### src/rtl/patch_sum_collector_if.sv
// Row-sum input, arm control and patch-total output bundle of the patch sum collector.
// The collector side uses the slave modport; the reducer/writer side uses master.
interface patch_sum_collector_if #(
  parameter int FP_SIZE = 32,
  parameter int N_SLOT  = 4
);
  localparam int SLOT_W = $clog2(N_SLOT);

  logic              arm;
  logic [SLOT_W-1:0] arm_slot;
  logic              row_valid;
  logic              row_ready;
  logic [1:0]        row_cnt;
  logic [SLOT_W-1:0] row_owner;
  logic [FP_SIZE-1:0] row_sum;
  logic              out_valid;
  logic              out_ready;
  logic [SLOT_W-1:0] out_slot;
  logic [FP_SIZE-1:0] out_sum;
  logic [2:0]        err;

  modport master (
    output arm, arm_slot, row_valid, row_cnt, row_owner, row_sum, out_ready,
    input  row_ready, out_valid, out_slot, out_sum, err
  );

  modport slave (
    input  arm, arm_slot, row_valid, row_cnt, row_owner, row_sum, out_ready,
    output row_ready, out_valid, out_slot, out_sum, err
  );
endinterface

### src/rtl/patch_sum_collector.sv
// Collects per-slot row sums into patch totals and queues finished totals
// in a small output FIFO for the result writer.
module patch_sum_collector #(
  parameter int FP_SIZE    = 32,
  parameter int PATCH_SIZE = 6,
  parameter int N_SLOT     = 4,
  parameter int OUT_DEPTH  = 4
) (
  input logic                   dram_clk,
  input logic                   reset,
  patch_sum_collector_if.slave  bus
);
  localparam int SLOT_W   = $clog2(N_SLOT);
  localparam int REM_RAW  = $clog2(PATCH_SIZE + 1);
  localparam int REM_W    = (REM_RAW < 2) ? 2 : REM_RAW;
  localparam int PTR_W    = $clog2(OUT_DEPTH);
  localparam int CNT_W    = PTR_W + 1;

  typedef enum logic {
    SLOT_IDLE,
    SLOT_ACCUM
  } slot_state_t;

  slot_state_t        state_q  [N_SLOT];
  slot_state_t        state_d  [N_SLOT];
  logic [FP_SIZE-1:0] acc_q    [N_SLOT];
  logic [FP_SIZE-1:0] acc_d    [N_SLOT];
  logic [REM_W-1:0]   remain_q [N_SLOT];
  logic [REM_W-1:0]   remain_d [N_SLOT];
  logic [2:0]         err_q;
  logic [2:0]         err_d;

  logic               row_accept;
  logic [REM_W-1:0]   cnt_ext;
  logic               push;
  logic [SLOT_W-1:0]  push_slot;
  logic [FP_SIZE-1:0] push_sum;
  logic               pop;

  logic [SLOT_W-1:0]  fifo_slot [OUT_DEPTH];
  logic [FP_SIZE-1:0] fifo_sum  [OUT_DEPTH];
  logic [PTR_W-1:0]   wr_ptr_q;
  logic [PTR_W-1:0]   rd_ptr_q;
  logic [CNT_W-1:0]   count_q;

  // row_ready only looks at FIFO space, so a completing row always has room to push
  assign bus.row_ready = (count_q < CNT_W'(OUT_DEPTH));
  assign bus.out_valid = (count_q != '0);
  assign bus.out_slot  = fifo_slot[rd_ptr_q];
  assign bus.out_sum   = fifo_sum[rd_ptr_q];
  assign bus.err       = err_q;

  assign row_accept = bus.row_valid && bus.row_ready;
  assign pop        = bus.out_valid && bus.out_ready;

  always_ff @(posedge dram_clk or posedge reset) begin
    if (reset) begin
      for (int i = 0; i < N_SLOT; i++) begin
        state_q[i]  <= SLOT_IDLE;
        acc_q[i]    <= '0;
        remain_q[i] <= '0;
      end
      err_q <= '0;
    end else begin
      state_q  <= state_d;
      acc_q    <= acc_d;
      remain_q <= remain_d;
      err_q    <= err_d;
    end
  end

  // Row is applied first; the arm then sees the post-row state, which lets a
  // completing slot re-arm in the same cycle without a rearm error.
  always_comb begin
    state_d   = state_q;
    acc_d     = acc_q;
    remain_d  = remain_q;
    err_d     = err_q;
    push      = 1'b0;
    push_slot = bus.row_owner;
    push_sum  = acc_q[bus.row_owner] + bus.row_sum;
    cnt_ext   = REM_W'(bus.row_cnt);

    if (row_accept && (bus.row_cnt != 2'd0)) begin
      if (state_q[bus.row_owner] == SLOT_ACCUM) begin
        if (cnt_ext < remain_q[bus.row_owner]) begin
          acc_d[bus.row_owner]    = push_sum;
          remain_d[bus.row_owner] = remain_q[bus.row_owner] - cnt_ext;
        end else begin
          push                    = 1'b1;
          state_d[bus.row_owner]  = SLOT_IDLE;
          acc_d[bus.row_owner]    = '0;
          remain_d[bus.row_owner] = '0;
          if (cnt_ext > remain_q[bus.row_owner]) begin
            err_d[2] = 1'b1;
          end
        end
      end else begin
        err_d[1] = 1'b1;
      end
    end

    if (bus.arm) begin
      if (state_d[bus.arm_slot] == SLOT_IDLE) begin
        state_d[bus.arm_slot]  = SLOT_ACCUM;
        acc_d[bus.arm_slot]    = '0;
        remain_d[bus.arm_slot] = REM_W'(PATCH_SIZE);
      end else begin
        err_d[0] = 1'b1;
      end
    end
  end

  // Output FIFO; pointers wrap naturally because OUT_DEPTH is a power of two
  always_ff @(posedge dram_clk or posedge reset) begin
    if (reset) begin
      for (int i = 0; i < OUT_DEPTH; i++) begin
        fifo_slot[i] <= '0;
        fifo_sum[i]  <= '0;
      end
      wr_ptr_q <= '0;
      rd_ptr_q <= '0;
      count_q  <= '0;
    end else begin
      if (push) begin
        fifo_slot[wr_ptr_q] <= push_slot;
        fifo_sum[wr_ptr_q]  <= push_sum;
        wr_ptr_q            <= wr_ptr_q + 1'b1;
      end
      if (pop) begin
        rd_ptr_q <= rd_ptr_q + 1'b1;
      end
      if (push && !pop) begin
        count_q <= count_q + 1'b1;
      end else if (pop && !push) begin
        count_q <= count_q - 1'b1;
      end
    end
  end
endmodule

### src/flat_wrapper.sv
// flat-port wrapper written by rule: the top's interface ports become plain ports
module patch_sum_collector_flat 
#(
  parameter int FP_SIZE    = 32,
  parameter int PATCH_SIZE = 6,
  parameter int N_SLOT     = 4,
  parameter int OUT_DEPTH  = 4
)
  (dram_clk, reset, bus_arm, bus_arm_slot, bus_row_valid, bus_row_cnt, bus_row_owner, bus_row_sum, bus_out_ready, bus_row_ready, bus_out_valid, bus_out_slot, bus_out_sum, bus_err);
  patch_sum_collector_if #(.FP_SIZE(FP_SIZE), .N_SLOT(N_SLOT)) bus_i ();
  input logic dram_clk;
  input logic reset;
  input wire logic [$bits(bus_i.arm)-1:0] bus_arm;
  input wire logic [$bits(bus_i.arm_slot)-1:0] bus_arm_slot;
  input wire logic [$bits(bus_i.row_valid)-1:0] bus_row_valid;
  input wire logic [$bits(bus_i.row_cnt)-1:0] bus_row_cnt;
  input wire logic [$bits(bus_i.row_owner)-1:0] bus_row_owner;
  input wire logic [$bits(bus_i.row_sum)-1:0] bus_row_sum;
  input wire logic [$bits(bus_i.out_ready)-1:0] bus_out_ready;
  output wire logic [$bits(bus_i.row_ready)-1:0] bus_row_ready;
  output wire logic [$bits(bus_i.out_valid)-1:0] bus_out_valid;
  output wire logic [$bits(bus_i.out_slot)-1:0] bus_out_slot;
  output wire logic [$bits(bus_i.out_sum)-1:0] bus_out_sum;
  output wire logic [$bits(bus_i.err)-1:0] bus_err;
  assign bus_i.arm = bus_arm;
  assign bus_i.arm_slot = bus_arm_slot;
  assign bus_i.row_valid = bus_row_valid;
  assign bus_i.row_cnt = bus_row_cnt;
  assign bus_i.row_owner = bus_row_owner;
  assign bus_i.row_sum = bus_row_sum;
  assign bus_i.out_ready = bus_out_ready;
  assign bus_row_ready = bus_i.row_ready;
  assign bus_out_valid = bus_i.out_valid;
  assign bus_out_slot = bus_i.out_slot;
  assign bus_out_sum = bus_i.out_sum;
  assign bus_err = bus_i.err;
  patch_sum_collector #(.FP_SIZE(FP_SIZE), .PATCH_SIZE(PATCH_SIZE), .N_SLOT(N_SLOT), .OUT_DEPTH(OUT_DEPTH)) u_core (.dram_clk(dram_clk), .reset(reset), .bus(bus_i));
endmodule
### config.mk
export PLATFORM = sky130hd
export DESIGN_NAME = patch_sum_collector_flat
export DESIGN_NICKNAME = d
export VERILOG_FILES = /design/src/rtl/patch_sum_collector_if.sv /design/src/rtl/patch_sum_collector.sv /design/src/flat_wrapper.sv
export SDC_FILE = /design/constraint.sdc
export NUM_CORES = 1
export LEC_CHECK = 0
export CAP_MARGIN = 20
export CORE_MARGIN = 4
export CORE_UTILIZATION = 30
export DETAILED_ROUTE_END_ITERATION = 7
export GPL_ROUTABILITY_DRIVEN = 0
export PLACE_DENSITY_LB_ADDON = 0.25
export SYNTH_ARGS = -nofsm -noshare
export SYNTH_HDL_FRONTEND = slang
export SYNTH_SLANG_ARGS = --single-unit
### constraint.sdc
create_clock -name dram_clk -period 15.2 [get_ports dram_clk]
set_input_delay 3.04 -clock dram_clk [delete_from_list [all_inputs] [get_ports dram_clk]]
set_output_delay 3.04 -clock dram_clk [all_outputs]
set_load 0.01 [all_outputs]
# Word level (Yosys, flattened, before mapping)
# Index checks and enable logic that the tools add are counted.
# W data, S select, Z words.
# op_classes
add_sub_neg	6
magnitude_cmp	10
muxes	58
bitwise_logic	18
n_reduce_logical	16
# op_table
op	n
$mux W128	5
$and A128 B128 Y128	2
$bwmux W128	2
$not A128 Y128	2
$mux W32	7
$demux W32 S2	3
$bmux W32 S2	2
$mux W12	5
$add A32 B32 Y32	1
$mux W4	5
$mux W3	6
$and A12 B12 Y12	1
$bwmux W12	1
$demux W3 S2	2
$ge A3 B3 Y1 const B	4
$not A12 Y12	1
$not A2 Y3	4
$lt A3 B1 Y1 const B	3
$mux W1	9
$and A4 B4 Y4	2
$bwmux W8	1
$logic_and A1 B1 Y1	8
$not A4 Y4	2
$or A8 B8 Y8	1
other kinds (20)	29
# word_totals
ff_bits	290

# Logic depth before layout (Yosys ltp)
# Gate-level depths: netlist (run 1).
# depth
depth_word	15
ltp_mapped	16

# Least setup slack after synthesis (run 1)
# OpenSTA, ideal clock, no wires.
# synth_path
path_kind	input-to-reg
from	input bus_row_owner[0]
to	register u_core.fifo_sum[126] (netlist name)
setup_time_ps	128
arrival_ps	7145
required_time_ps	15072
setup_slack_ps	7928
path_stages	14
path_cell_list	buf_2 buf_1 buf_1 mux4_2 ha_1 fa_1 a21o_1 a221oi_2 or4_4 a31oi_4 and4_4 nor4_2 a311oi_2 mux2_1
# synth_between
elab_chain_cells	8
elab_cells_between_ends	16
# synth_lines
item	line	text
start: declaration	flat_wrapper.sv:17	input wire logic [$bits(bus_i.row_owner)-1:0] bus_row_owner;
$not A2 Y3 (not written as such) *	patch_sum_collector.sv:81, patch_sum_collector.sv:85, patch_sum_collector.sv:86	
branches (longest 7 deep; another with $add A32 B32 Y32)	-	
end signal: indexed assignment	patch_sum_collector.sv:127	fifo_sum[wr_ptr_q] <= push_sum;
end: declaration	patch_sum_collector.sv:41	logic [FP_SIZE-1:0] fifo_sum [OUT_DEPTH];
# Every way passes the cells marked *. The select of a mux whose other input is x is not followed.
# A chain may end at the register's enable or synchronous reset.

==> metrics.txt, run 1 <==
unrepaired setup endpoints after global routing=no; Seq pwr share=0.349; EDFF count, synth=0; hold buffer count at cts=0; Die Wd=228 um; largest family of logic cells by synthesized area=multiplexers; Final Hold Slack=0.471 ns; WL final=43200 um; area leader, netlist=dfrtp_1; Setup WS pre-CTS=7.80 ns; Syn Area/Cell=11.0 um2; RR Startpoint=u_core.acc_q[4]$_DFF_PP0_; Final period util=0.448; CP Data Arrival Time=7.21 ns; Combinational Power Share=0.422; DR vias/cell=5.26; Post-Syn Instances=1325; P_sw=1.34 mW; largest net degree at the start of global routing=174; Starting Density=0.304; CTS H-Tree Depth=2; Ant. Diodes=0; worst slew pin tran=1.12 ns; worst setup margin=8.39 ns; final hold viol count=0; core box area=0.0477 mm2; Max Buffers Root-to-Sink=3; Final Max Tran Viols=0; Sum Neg Setup Slack=0 ns; Setup crit end=u_core.acc_q[114]$_DFF_PP0_; placed instance area=0.0159 mm2; clk_skew=0.0153 ns; Cell Chain, Critical Path=buf_2 > buf_4 > mux4_2 > ha_1 > fa_1 > a21o_1 > a221oi_2 > or4_4 > and2_2 > o21bai_1 > xnor2_1 > nor2_1 > o21a_1; CTS tree=done; R2R setup slack=11.45 ns; YS warnings=0; post-synthesis mux area share=0.149; largest fanout on the critical path=44; Residual DRC=0; sequential area share after synthesis=0.500; most frequent cells in the layout=dfrtp_1, nand2_1, o21ai_0; critical path type=in2reg; worst-case reg-to-reg path depth=10; fin area=0.0170 mm2; DRT Pass-1 Iters=5; Worst setup startpoint=bus_row_owner[0]; Max rail drop VDD=0.0794 mV; Syn Nets=1409; grt total ovfl=0; synthesized area=0.0145 mm2; status=finished clean; Final setup viols=0; DP Wirelength=28800 um; Pwr Density=209 mW/mm2; Ports=82; vias=10600; startpoint types=input pin; post-synthesis compound-gate area fraction=0.143; Int Pwr=2.22 mW; CTS buffer count=35; clk root buf=clkbuf_16; Slowest cell on crit path=buf_4; adder-cell area share of the yosys netlist=0.0369; Die Height=228 um; RR Endpoint=u_core.fifo_sum[29]$_DFFE_PP0P_; worst relative slew slack=0.251; Area growth syn-to-layout=17.3%; die area=0.0520 mm2; All-Layer GR Usage=0.165; XOR/XNOR Fraction of Synth Area=0.0223; Max-cap violations=0; Leak=7.46 nW; post-route minimum period=6.81 ns; Cell Rows=80; Skew-Pair Late Insertion Delay=0.52 ns; first-pass GRT wire length=67800 um; flops & latches, synth=290; min-delay worst type=reg2reg; share of cells above drive strength 1=0.161; Clk network pwr share=0.229; antenna violations before repair=0; vias in the first global route=10900; post_cts resized=0; Iteration-0 DRC Markers=837; TritonCTS Sinks=290; top_reg_cell synth=dfrtp_1; commonest non-fill, non-tap cell in the layout=dfrtp_1; utilization after layout=0.357; critical path data required time=15.60 ns; Setup crit end kind=register; Port Buffers=81; Fmax=147 MHz; Synth area leaders=dfrtp_1, mux4_2, nand2_1; Sw Ratio=0.376; Nets=1467; WL/cell=21.4 um; Setup Buffers After CTS=0; Reg clk slew, reported paths=0.06 ns; Async S/R FF share, synth=1.00; Netlist cell types=67; Post-Synth Simple-Gate Area=0.117; post-route ant nets=0; share of the synthesized area in the top cell type=0.500; max incr delay on CP=0.67 ns
## final cells by class
cell class,instances,area (um2)
multi-input combinational,937,6810
inverter,15,63.8
clock inverter,9,98.8
tap,615,769
timing repair buffer,104,1000
clock buffer,51,1030
sequential,290,7260
fill,4705,30700
## cells in the mapped netlist, drive strengths merged, types with 3 or more instances
master / number
a22o: 24
clkbuf: 60
a31oi: 5
nand3: 24
dfrtp: 290
mux4: 71
mux2: 50
xor2: 19
or4: 4
a21oi: 74
and3: 5
o21a: 6
nand4: 3
o21bai: 6
ha: 38
nand3b: 3
o211ai: 9
xnor2: 18
fa: 3
nand2b: 4
nor3: 10
nor2b: 6
or3: 3
buf: 23
a211o: 9
inv: 15
nor2: 87
nand2: 232
a211oi: 4
and2: 10
a21o: 11
o31ai: 5
o21ai: 153
a22oi: 18
## cells by family (layout without fill, tap and decap cells)
kind of cell,Yosys count,count (layout)
compound gates,341,341
xor+xnor,37,37
fa+ha+maj,41,41
buf+inv,98,179
flops,290,290
mux,121,121
simple gates,397,397
## sequential cells by signal (all words and copies together) (netlist names)
name	cells
u_core.acc_q	128
u_core.bus.err	3
u_core.count_q	3
u_core.fifo_slot	8
u_core.fifo_sum	128
u_core.rd_ptr_q	2
u_core.remain_q	12
u_core.state_q	4
u_core.wr_ptr_q	2
## how the worst min path moves through the flow
stage,from,endpoint,cells after the start
after floorplan,u_core.acc_q[41]$_DFF_PP0_,u_core.acc_q[41]$_DFF_PP0_,2
after CTS,u_core.bus.err[2]$_DFFE_PP0P_,u_core.bus.err[2]$_DFFE_PP0P_,2
after detailed placement,u_core.bus.err[2]$_DFFE_PP0P_,u_core.bus.err[2]$_DFFE_PP0P_,2
after global routing,u_core.bus.err[2]$_DFFE_PP0P_,u_core.bus.err[2]$_DFFE_PP0P_,2
after global placement,u_core.fifo_sum[72]$_DFFE_PP0P_,u_core.fifo_sum[72]$_DFFE_PP0P_,2
final,u_core.bus.err[2]$_DFFE_PP0P_,u_core.bus.err[2]$_DFFE_PP0P_,2
## routing by layer
layer,track usage,part of all wire
met5,0,0
met3,0.0256,0.050
met2,0.278,0.49
met4,0.0463,0.029
met1,0.223,0.43
## critical path: cells and delay by family
kind	cells	cell delay, ns
XOR/XNOR	1	0.64
AND/OR/NAND/NOR	3	0.55
buffers and inverters	2	0.76
AO/OA/AOI/OAI	4	0.95
adder cells (fa/ha/maj)	2	0.67
multiplexers	1	0.60
## power by group through the flow
stage                     clock network (mW)  logic (mW)  registers [mW]
after floorplan                            0        1.03            1.19
after global placement                     0        1.49            1.24
after detailed placement                   0        1.51            1.25
after CTS                              0.835        1.52            1.24
after global routing                   0.870        1.66            1.28
final                                  0.815        1.50            1.24
## per-stage QoR
| step | total power, mW | std cells |
|---|---|---|
| after detailed placement | 2.77 | 1960 |
| after global routing | 3.81 | 2021 |
| after floorplan | 2.22 | 1325 |
| final | 3.56 | 2021 |
| after CTS | 3.60 | 2020 |
| after global placement | 2.73 | 1956 |
No activity file was read; power rests on OpenSTA's default activity.
==> run 2, diff against run 1 <==
- clock period: 15.2 -> 5.8 ns (I/O delays scaled with it)
==> metrics.txt, run 2 (synthesized netlist as in run 1, its figures left out) <==
Max rail drop VDD=0.211 mV (+170%); die area=0.0520 mm2 (unchanged); fin area=0.0172 mm2 (+0.76%); Ports=82 (unchanged); CTS tree=done; final std cells w/o fill=2036 (+0.74%); largest fanout on the critical path=16 (-64%); utilization after layout=0.359 (+0.00273); Reg clk slew, reported paths=0.05 ns (about the same); core box area=0.0477 mm2 (unchanged); Setup crit end kind=register; CP Data Arrival Time=5.13 ns (-2.08 ns); vias in the first global route=10800 (-0.43%); Residual DRC=0 (unchanged); CTS buffer count=34 (-2.9%); grt total ovfl=0 (unchanged); Final setup viols=0 (unchanged); Final Hold Slack=0.474 ns (+0.00288 ns); Final period util=0.818; critical path type=in2reg; Pwr Density=548 mW/mm2 (+160%); Fmax=211 MHz; first-pass GRT wire length=67400 um (-0.64%); critical path data required time=6.19 ns (-9.41 ns); commonest non-fill, non-tap cell in the layout=dfrtp_1; Setup Buffers After CTS=0 (unchanged); clk_skew=0.0289 ns (+0.0136 ns); placed instance area=0.0161 mm2 (+1.1%); hold buffer count at cts=0 (unchanged); antenna violations before repair=0 (unchanged); largest net degree at the start of global routing=113 (-35%); post-route minimum period=4.74 ns; Cell Rows=80 (unchanged); DR vias/cell=5.19 (-1.2%); Area growth syn-to-layout=18.2%; clk root buf=clkbuf_16; final hold viol count=0 (unchanged); worst relative slew slack=0.402 (+0.151); startpoint types=input pin; Sum Neg Setup Slack=0 ns (unchanged); CTS H-Tree Depth=2 (unchanged); Hold Path Depth=2 (unchanged); Final Max Tran Viols=0 (unchanged); vias=10600 (-0.48%); WL final=43200 um (-0.22%); DP Wirelength=29300 um (+1.7%); worst-case reg-to-reg path depth=11 (+1); Total Power=9.40 mW (+160%); post_cts resized=0 (unchanged); Skew-Pair Late Insertion Delay=0.55 ns (+0.03 ns); worst setup margin=1.06 ns (-7.34 ns); All-Layer GR Usage=0.164 (-0.000712); DRT Pass-1 Iters=5 (unchanged); unrepaired setup endpoints after global routing=no; Iteration-0 DRC Markers=842 (+0.60%); Nets=1484 (+1.2%); Die Height=228 um (unchanged); Max Buffers Root-to-Sink=3 (unchanged); Setup WS pre-CTS=0.494 ns (-7.31 ns); share of cells above drive strength 1=0.170 (+0.00885); # placed instances=1979 (+0.97%); Die Wd=228 um (unchanged); worst slew pin tran=0.897 ns (-0.226 ns); min-delay worst type=reg2reg; Port Buffers=81 (unchanged); Max-cap violations=0 (unchanged); status=finished clean; Ant. Diodes=0 (unchanged); Leak=7.54 nW (+1.0%); filler instances=4695 (-0.21%); area of the multi-input gates=0.00680 mm2 (about the same); Starting Density=0.304 (unchanged); Register Area=0.00726 mm2 (unchanged); WL/cell=21.2 um (-0.96%); most frequent cells in the layout=dfrtp_1, nand2_1, o21ai_0; TritonCTS Sinks=290 (unchanged); post-route ant nets=0 (unchanged); Top Registers=u_core.acc_q (128), u_core.fifo_sum (128), u_core.remain_q (12)
==> run 2: changes by cell type in the layout (fill, tap and decap cells not counted), sizes merged <==
cell and delta:
bufinv +1, clkinvlp +2, clkinv -2, clkbuf -5, buf +18, inv +1
==> run 2: worst paths after layout <==
path,from,endpoint,slack (ns)
max reg2reg,u_core.acc_q[0]$_DFF_PP0_,u_core.acc_q[92]$_DFF_PP0_,1.89
min reg2reg,u_core.fifo_sum[28]$_DFFE_PP0P_,u_core.fifo_sum[28]$_DFFE_PP0P_,0.47
max,bus_row_owner[0],u_core.acc_q[92]$_DFF_PP0_,1.06
min in group asynchronous,reset,u_core.fifo_sum[125]$_DFFE_PP0P_,1.10
max in group asynchronous,reset,u_core.acc_q[24]$_DFF_PP0_,3.35
min,u_core.fifo_sum[28]$_DFFE_PP0P_,u_core.fifo_sum[28]$_DFFE_PP0P_,0.47
==> run 2: where the power goes <==
part	internal, mW	leakage [nW]	switching, mW	total (mW)
Clock	1.26	0.536	0.865	2.13
Sequential	2.82	3.77	0.469	3.29
Combinational	1.79	3.23	2.19	3.98
==> run 2: final cells by class <==
type	count	area share
tap	615	0.0448
sequential	290	0.423
inverter	15	0.00350
clock inverter	11	0.00773
clock buffer	46	0.0563
multi-input combinational	937	0.396
timing repair buffer	122	0.0682
==> run 2: layer usage <==
metal	part of all wire	routed length, um	global-route usage	vias up
met2	0.49	21100	0.276	286
met3	0.043	1880	0.0282	63
met4	0.025	1060	0.0438	0
met5	0	0	0	-
li1	-	-	-	4903
met1	0.44	19100	0.222	5324
==> run 2: critical path, cell delays in order <==
cell,delay [ns]
buf_2,0.47
mux4_2,0.58
ha_1,0.23
fa_1,0.45
a21o_1,0.21
a221oi_2,0.48
a211o_2,0.26
a21oi_1,0.07
nand3b_1,0.28
a31oi_1,0.24
xor2_1,0.51
o21ai_0,0.18
==> run 3, diff against run 2 <==
- clock period: 5.8 -> 4.62 ns (I/O delays scaled with it)
==> metrics.txt, run 3 (synthesized netlist as in run 1, its figures left out) <==
WL final=43300 um (+0.40%); vias=10700 (+1.3%); Max rail drop VDD=0.325 mV (+54%); fin area=0.0175 mm2 (+1.9%); Ant. Diodes=0 (unchanged); DP Wirelength=30000 um (+2.3%); Setup WS pre-CTS=-0.0182 ns (-0.512 ns); Max Buffers Root-to-Sink=3 (unchanged); filler instances=4660 (-0.75%); Skew-Pair Late Insertion Delay=0.51 ns (-0.04 ns); vias in the first global route=11100 (+2.1%); Reg clk slew, reported paths=0.06 ns (about the same); hold buffer count at cts=0 (unchanged); Final Max Tran Viols=0 (unchanged); worst setup margin=0.549 ns (-0.507 ns); TritonCTS Sinks=290 (unchanged); clk root buf=clkbuf_16; Nets=1522 (+2.6%); status=finished clean; worst slew pin tran=0.778 ns (-0.119 ns); unrepaired setup endpoints after global routing=no; post-route ant nets=0 (unchanged); die area=0.0520 mm2 (unchanged); post-route minimum period=4.07 ns; Register Area=0.00726 mm2 (unchanged); Fmax=246 MHz; post_cts resized=0 (unchanged); worst relative slew slack=0.478 (+0.0755); largest fanout on the critical path=17 (+1); share of cells above drive strength 1=0.188 (+0.0176); DRT Pass-1 Iters=5 (unchanged); Residual DRC=0 (unchanged); All-Layer GR Usage=0.166 (+0.00112); Starting Density=0.304 (unchanged); WL/cell=20.9 um (-1.4%); Setup Buffers After CTS=0 (unchanged); commonest non-fill, non-tap cell in the layout=dfrtp_1; area of the multi-input gates=0.00680 mm2 (unchanged); Ports=82 (unchanged); most frequent cells in the layout=dfrtp_1, nand2_1, o21ai_0; Top Registers=u_core.acc_q (128), u_core.fifo_sum (128), u_core.remain_q (12); Cell Rows=80 (unchanged); critical path data required time=5.07 ns (-1.12 ns); Final period util=0.881; critical path type=in2reg; DR vias/cell=5.17 (-0.54%); largest net degree at the start of global routing=113 (unchanged); Area growth syn-to-layout=20.5%; CTS H-Tree Depth=2 (unchanged); CTS buffer count=35 (+2.9%); CP Data Arrival Time=4.52 ns (-0.61 ns); Port Buffers=81 (unchanged); placed instance area=0.0164 mm2 (+2.3%); Max-cap violations=0 (unchanged); startpoint types=input pin; antenna violations before repair=0 (unchanged); grt total ovfl=0 (unchanged); core box area=0.0477 mm2 (unchanged); Pwr Density=685 mW/mm2 (+25%); Setup crit end kind=register; min-delay worst type=reg2reg; Leak=7.74 nW (+2.7%); Die Wd=228 um (unchanged); Final setup viols=0 (unchanged); CTS tree=done; final hold viol count=0 (unchanged); first-pass GRT wire length=68000 um (+0.90%); Die Height=228 um (unchanged); clk_skew=0.00990 ns (-0.0190 ns); Iteration-0 DRC Markers=881 (+4.6%)
==> run 3: changes by cell type in the layout (fill, tap and decap cells not counted), sizes merged <==
cell / change
clkinvlp: -1
bufinv: -1
inv: -2
buf: +37
clkbuf: +4
==> run 3: critical path: stages <==
cell and delay, ns:
buf_2 0.25, buf_12 0.23, mux4_2 0.51, ha_1 0.37
and3_1 0.18, a221oi_2 0.09, or4_4 0.59, a31oi_4 0.22
and4_4 0.29, nor4_2 0.06, a311oi_2 0.56, a22o_1 0.24
==> run 3: per-stage QoR <==
stage | hold WS (ns) | total power, mW | util | TNS (ns) | cells
6_report | 0.465 | 12.0 | 0.366 | 0 | 2073
5_1_grt | 0.493 | 12.8 | 0.366 | 0 | 2073
4_1_cts | 0.468 | 12.2 | 0.366 | 0 | 2073
3_5_place_dp | 0.456 | 9.49 | 0.344 | -0.0567 | 2016
3_3_place_gp | 0.456 | 9.38 | 0.344 | -0.292 | 2016
2_1_floorplan | 0.445 | 7.31 | - | -43.84 | 1325
==> run 3: routing by layer <==
layer / GRT usage / vias up / share of wire
li1: - / 4974 / -
met1: 0.226 / 5379 / 0.44
met2: 0.270 / 291 / 0.48
met3: 0.0313 / 66 / 0.052
met4: 0.0486 / 0 / 0.028
met5: 0 / - / 0
==> run 3: final timing paths <==
check | endpoint | cells past startpoint | from | slack [ns]
max | u_core.acc_q[94]$_DFF_PP0_ | 12 | bus_row_owner[0] | 0.55
min | u_core.bus.err[2]$_DFFE_PP0P_ | 2 | u_core.bus.err[2]$_DFFE_PP0P_ | 0.47
max reg2reg | u_core.acc_q[91]$_DFF_PP0_ | 11 | u_core.acc_q[4]$_DFF_PP0_ | 0.94
min reg2reg | u_core.bus.err[2]$_DFFE_PP0P_ | 2 | u_core.bus.err[2]$_DFFE_PP0P_ | 0.47
max in group asynchronous | u_core.acc_q[10]$_DFF_PP0_ | 3 | reset | 3.04
min in group asynchronous | u_core.fifo_sum[57]$_DFFE_PP0P_ | 2 | reset | 0.70
==> run 3: final cells by class <==
type / instances / share of cell area
clock buffers: 50 / 0.0574
clock inverters: 7 / 0.00358
inverters: 15 / 0.00343
multi-input cells: 937 / 0.389
flip-flops and latches: 290 / 0.415
well taps: 615 / 0.0440
repair buffers: 159 / 0.0878
==> run 3: report_power, final <==
| part | total (mW) | leakage (nW) | switching, mW | internal [mW] |
|---|---|---|---|---|
| registers | 4.12 | 3.77 | 0.568 | 3.55 |
| logic | 5.29 | 3.44 | 2.83 | 2.46 |
| clock network | 2.59 | 0.523 | 1.03 | 1.56 |
